File: src/rtl/program_loader.sv
// program_loader: loadable 2^AW x DW instruction store. A program is streamed in word by word,
// followed by an XOR checksum word; the CPU is released from reset only when the checksum matches.
module program_loader #(
  parameter int AW = 3,
  parameter int DW = 4
) (
  input  logic          clk,
  input  logic          rst,
  input  logic          start,
  input  logic          in_valid,
  input  logic [DW-1:0] in_data,
  output logic          in_ready,
  input  logic [AW-1:0] rd_addr,
  output logic [DW-1:0] rd_data,
  output logic          cpu_rstn,
  output logic          load_done,
  output logic          load_err,
  output logic [AW-1:0] wr_ptr
);

  localparam int DEPTH = 1 << AW;

  typedef enum logic [2:0] {IDLE, LOAD, CHECK, RUN, ERROR} state_t;

  state_t        state_q, state_d;
  logic [AW-1:0] wr_ptr_q, wr_ptr_d;
  logic [DW-1:0] csum_q, csum_d;
  logic [DW-1:0] mem_q [DEPTH];
  logic [DW-1:0] mem_d [DEPTH];
  logic          cpu_rstn_q, cpu_rstn_d;
  logic          load_done_q, load_done_d;
  logic          load_err_q, load_err_d;
  logic          accept;

  // start takes priority over any word offered in the same cycle
  assign in_ready = ((state_q == LOAD) || (state_q == CHECK)) && !start;
  assign accept   = in_valid && in_ready;

  always_comb begin
    state_d     = state_q;
    wr_ptr_d    = wr_ptr_q;
    csum_d      = csum_q;
    mem_d       = mem_q;
    cpu_rstn_d  = cpu_rstn_q;
    load_done_d = load_done_q;
    load_err_d  = load_err_q;

    if (start) begin
      state_d     = LOAD;
      wr_ptr_d    = '0;
      csum_d      = '0;
      cpu_rstn_d  = 1'b0;
      load_done_d = 1'b0;
      load_err_d  = 1'b0;
    end else begin
      case (state_q)
        LOAD: begin
          if (accept) begin
            mem_d[wr_ptr_q] = in_data;
            csum_d          = csum_q ^ in_data;
            wr_ptr_d        = wr_ptr_q + AW'(1);
            if (wr_ptr_q == {AW{1'b1}}) state_d = CHECK;
          end
        end
        CHECK: begin
          if (accept) begin
            if (in_data == csum_q) begin
              state_d     = RUN;
              cpu_rstn_d  = 1'b1;
              load_done_d = 1'b1;
            end else begin
              state_d    = ERROR;
              load_err_d = 1'b1;
            end
          end
        end
        default: ;
      endcase
    end
  end

  always_ff @(posedge clk or posedge rst) begin
    if (rst) begin
      state_q     <= IDLE;
      wr_ptr_q    <= '0;
      csum_q      <= '0;
      cpu_rstn_q  <= 1'b0;
      load_done_q <= 1'b0;
      load_err_q  <= 1'b0;
      for (int i = 0; i < DEPTH; i++) mem_q[i] <= '0;
    end else begin
      state_q     <= state_d;
      wr_ptr_q    <= wr_ptr_d;
      csum_q      <= csum_d;
      cpu_rstn_q  <= cpu_rstn_d;
      load_done_q <= load_done_d;
      load_err_q  <= load_err_d;
      mem_q       <= mem_d;
    end
  end

  assign rd_data   = mem_q[rd_addr];
  assign cpu_rstn  = cpu_rstn_q;
  assign load_done = load_done_q;
  assign load_err  = load_err_q;
  assign wr_ptr    = wr_ptr_q;

endmodule
File: config.mk
export PLATFORM = sky130hd
export DESIGN_NAME = program_loader
export DESIGN_NICKNAME = d
export VERILOG_FILES = /design/src/rtl/program_loader.sv
export SDC_FILE = /design/constraint.sdc
export NUM_CORES = 1
export LEC_CHECK = 0
export CAP_MARGIN = 5
export CORE_MARGIN = 10
export CORE_UTILIZATION = 55
export DETAILED_ROUTE_END_ITERATION = 10
export PLACE_DENSITY = 0.75
export SETUP_SLACK_MARGIN = 0.02
export SYNTH_ARGS = -nofsm -noshare
export SYNTH_HDL_FRONTEND = slang
export SYNTH_SLANG_ARGS = --single-unit
File: constraint.sdc
create_clock -name clk -period 4.28 [get_ports clk]
set_input_delay 0.856 -clock clk [delete_from_list [all_inputs] [get_ports clk]]
set_output_delay 0.856 -clock clk [all_outputs]
set_load 0.005 [all_outputs]
==> results of run 1 <==
-- cell usage in the layout (no fill, tap or decap), drive strengths merged, types with 2 or more instances in the layout --
cell type	netlist	layout
clkdlybuf4s50	0	21
mux4	8	8
clkbuf	3	6
mux2	36	36
xnor2	5	5
and4bb	4	4
nor2b	2	2
or3	4	4
o21ai	4	4
nand2	11	11
nor3	2	2
a21oi	6	6
dfrtp	44	44
ha	2	2
o22ai	3	3
and4	3	3
nor2	2	2
nor4b	2	2
inv	8	8
-- per-layer routing --
| metal | track usage [%] | wire [um] |
|---|---|---|
| met1 | 17.7 | 2220 |
| met5 | 0 | 0 |
| met2 | 20.6 | 2160 |
| met3 | 3.71 | 165 |
| met4 | 4.77 | 55 |
-- worst min path at each step --
| stage | end | slack, ps | depth (start not counted) |
|---|---|---|---|
| final | mem_q[24] | 510 | 1 |
| after global routing | mem_q[16] | 530 | 1 |
| after CTS | mem_q[23] | 510 | 1 |
| after detailed placement | mem_q[23] | 490 | 1 |
| after global placement | mem_q[20] | 490 | 1 |
| after floorplan | mem_q[12] | 470 | 1 |
-- flip-flops by register name (all words and copies together), names as in the netlist --
register	count
mem_q	32
load_err	1
state_q	3
csum_q	4
load_done	1
wr_ptr	3
-- final cells by class --
cell class | count | area, um2 | area share [%]
tap | 48 | 60.1 | 2.37
inverter | 8 | 30.0 | 1.19
sequential | 44 | 1100 | 43.5
timing repair buffer | 22 | 218 | 8.60
clock inverter | 2 | 38.8 | 1.53
multi-input combinational | 102 | 1000 | 39.5
clock buffer | 6 | 82.6 | 3.26
-- power breakdown --
| group | switching, W | total [W] | internal (W) | leakage (nW) |
|---|---|---|---|---|
| Clock | 0.000147 | 0.000338 | 0.000191 | 0.0614 |
| Combinational | 0.0000588 | 0.000160 | 0.000101 | 0.472 |
| Sequential | 0.0000350 | 0.000504 | 0.000469 | 0.582 |
| Total | 0.000240 | 0.00100 | 0.000761 | 1.11 |
-- critical path, cell delays in order --
cell and delay, ps:
clkdlybuf4s50_1 800, mux4_2 570, mux2_2 280, clkdlybuf4s50_1 470
-- through the flow --
step                      cells  power [W]
after floorplan             165   0.000612
after global placement      224   0.000664
after detailed placement    224   0.000673
after CTS                   232    0.00101
after global routing        232    0.00105
final                       232    0.00100
-- cell families (layout without fill, tap and decap cells) --
group | Yosys count | count (layout)
flops | 44 | 44
mux | 44 | 44
simple gates | 34 | 34
buf+inv | 19 | 38
fa+ha+maj | 2 | 2
compound gates | 17 | 17
xor+xnor | 5 | 5
==> qor.yml, run 1 <==
outcome:
  status: "finished clean"
sta:
  rsz0062_at_grt: "false"
  slew_viol_final: 0
  hold_viol_final: 0
  period_needed_ps: 3830
  setup_viol: 0
  slew_headroom_pct: 58.3
  worst_pin_slew_ps: 624
  min_period_over_period_pct: 89.5
  finClkSkew_ps: 9.94
  final.setup.tns_ps: 0
  hold_ws_ps: 509
  setup_ws_ps: 451
  clock.fmax_mhz: 261
worst_setup_path:
  arrival_ps: 2970
  reg2reg_from: "state_q[2]"
  rr_endpoint: "mem_q[2]"
  reg2reg_depth: 3
  start_kind: "input port"
  critPathLaunch: "rd_addr[1]"
  critPathCapture: "rd_data[1]"
  cp-end-kind: "output pin"
  cp.required_ps: 3420
  ff2ff_setup_slack_ps: 2670
  path_class: "in -> out"
  worst-path-max-fanout: 8
grt:
  first_global_vias: 1473
  grt_max_degree: 45
  antenna_found_initial: 0
  grt_usage_pct: 13.5
  grt_pass1_wl_um: 7660
  grt_overflow_total: 0
logic_synthesis:
  synth_largest_area_cell: "dfrtp_1"
  synth_area_leaders: "dfrtp_1 (50%), mux2_2 (18%), mux4_2 (8.2%), and4bb_2 (2.3%), xnor2_1 (2.0%)"
  avgSynthCellArea_um2: 13.3
  synth_seq_cells: 44
  synth-edff-count: 0
  synth-main-ff-cell: "dfrtp_1"
  syn_inst: 165
  synth-simple-area-share_pct: 11.1
  synthMuxAreaShare_pct: 26.6
  synth_top_family_by_area: "multiplexers"
  yosys.area_share.xor_xnor_pct: 1.99
  ys_types: 31
  syn_area_mm2: 0.00220
  synth-compound-area-share_pct: 4.67
  synthArstFlopShare_pct: 100
  syn_nets: 178
  synthAdderAreaFrac_pct: 1.14
  synth.most_common_cell: "dfrtp_1"
  yosysSeqAreaShare_pct: 50.1
  synth_top_area_share_pct: 50.1
  ys_warn_count: 0
  synth.cells.most_frequent: "dfrtp_1 (44), mux2_2 (36), nand2_1 (11), inv_1 (8), mux4_2 (8)"
detailed_routing:
  viasPerCell: 5.99
  drt_first_pass_iters: 4
  drt-wirelength-per-cell_um: 19.8
  drc_errors: 0
  initialDrtViolationCount: 144
  ant_nets: 0
  dr_total_vias: 1389
  wl_um: 4600
floorplan:
  start_util_pct: 58.3
  dieArea_mm2: 0.00693
  num_rows: 22
  core-area_mm2: 0.00377
  pin_count: 22
  die_h_um: 83.2
  chipWidth_um: 83.2
finish:
  n_fill_cell: 264
  drive_gt1_share_pct: 32.6
  antenna_cells: 0
  stdcell_area_mm2: 0.00253
  fin_util_pct: 67.1
  nets: 196
  areaGrowthSynthToFinish_pct: 15.1
power_and_ir_drop:
  peakVddDrop_v: 0.000222
  leakage_nw: 1.11
  p_per_area_mw_per_mm2: 396
clock_tree:
  clock_path_buffers: 2
  cts_inserted_buffers: 5
  cts_setup_buffers: 0
  hold_buffers: 0
  cts_max_level: 2
  clk_pin_slew_ps: 80
  cts_resized: 0
  cts-root-buf: "clkbuf_8"
  cts_tree: "done"
  cts_sinks: 44
  insertion_delay_ps: 300
place:
  portBuffers: 21
  hpwl_um: 3300
  dp_slack_ps: 425
  gp_congestion: 0.785
  dpl_cell_area_mm2: 0.00241
hold_path:
  hold_path.class: "reg -> reg"
  hold_path_startpoint: "mem_q[24]"
flow_run:
  cap_violations: 0
Note: power is estimated with default switching activity, not from simulation.
==> inputs of run 2 (changes only) <==
--- a/config.mk
+++ b/config.mk
@@ -9,6 +9,7 @@
 export CORE_MARGIN = 10
 export CORE_UTILIZATION = 55
 export DETAILED_ROUTE_END_ITERATION = 10
+export HOLD_SLACK_MARGIN = 0.15
 export PLACE_DENSITY = 0.75
 export SETUP_SLACK_MARGIN = 0.02
 export SYNTH_ARGS = -nofsm -noshare
==> results of run 2 <==
The final DEF is identical to that of run 1; final timing and power are the same.
==> inputs of run 3 (changes only) <==
--- a/config.mk
+++ b/config.mk
@@ -8,6 +8,7 @@
 export CAP_MARGIN = 5
 export CORE_MARGIN = 10
 export CORE_UTILIZATION = 55
+export CTS_CLUSTER_SIZE = 25
 export DETAILED_ROUTE_END_ITERATION = 10
 export HOLD_SLACK_MARGIN = 0.15
 export PLACE_DENSITY = 0.75
==> results of run 3 <==
The final DEF is identical to that of run 1; final timing and power are the same.
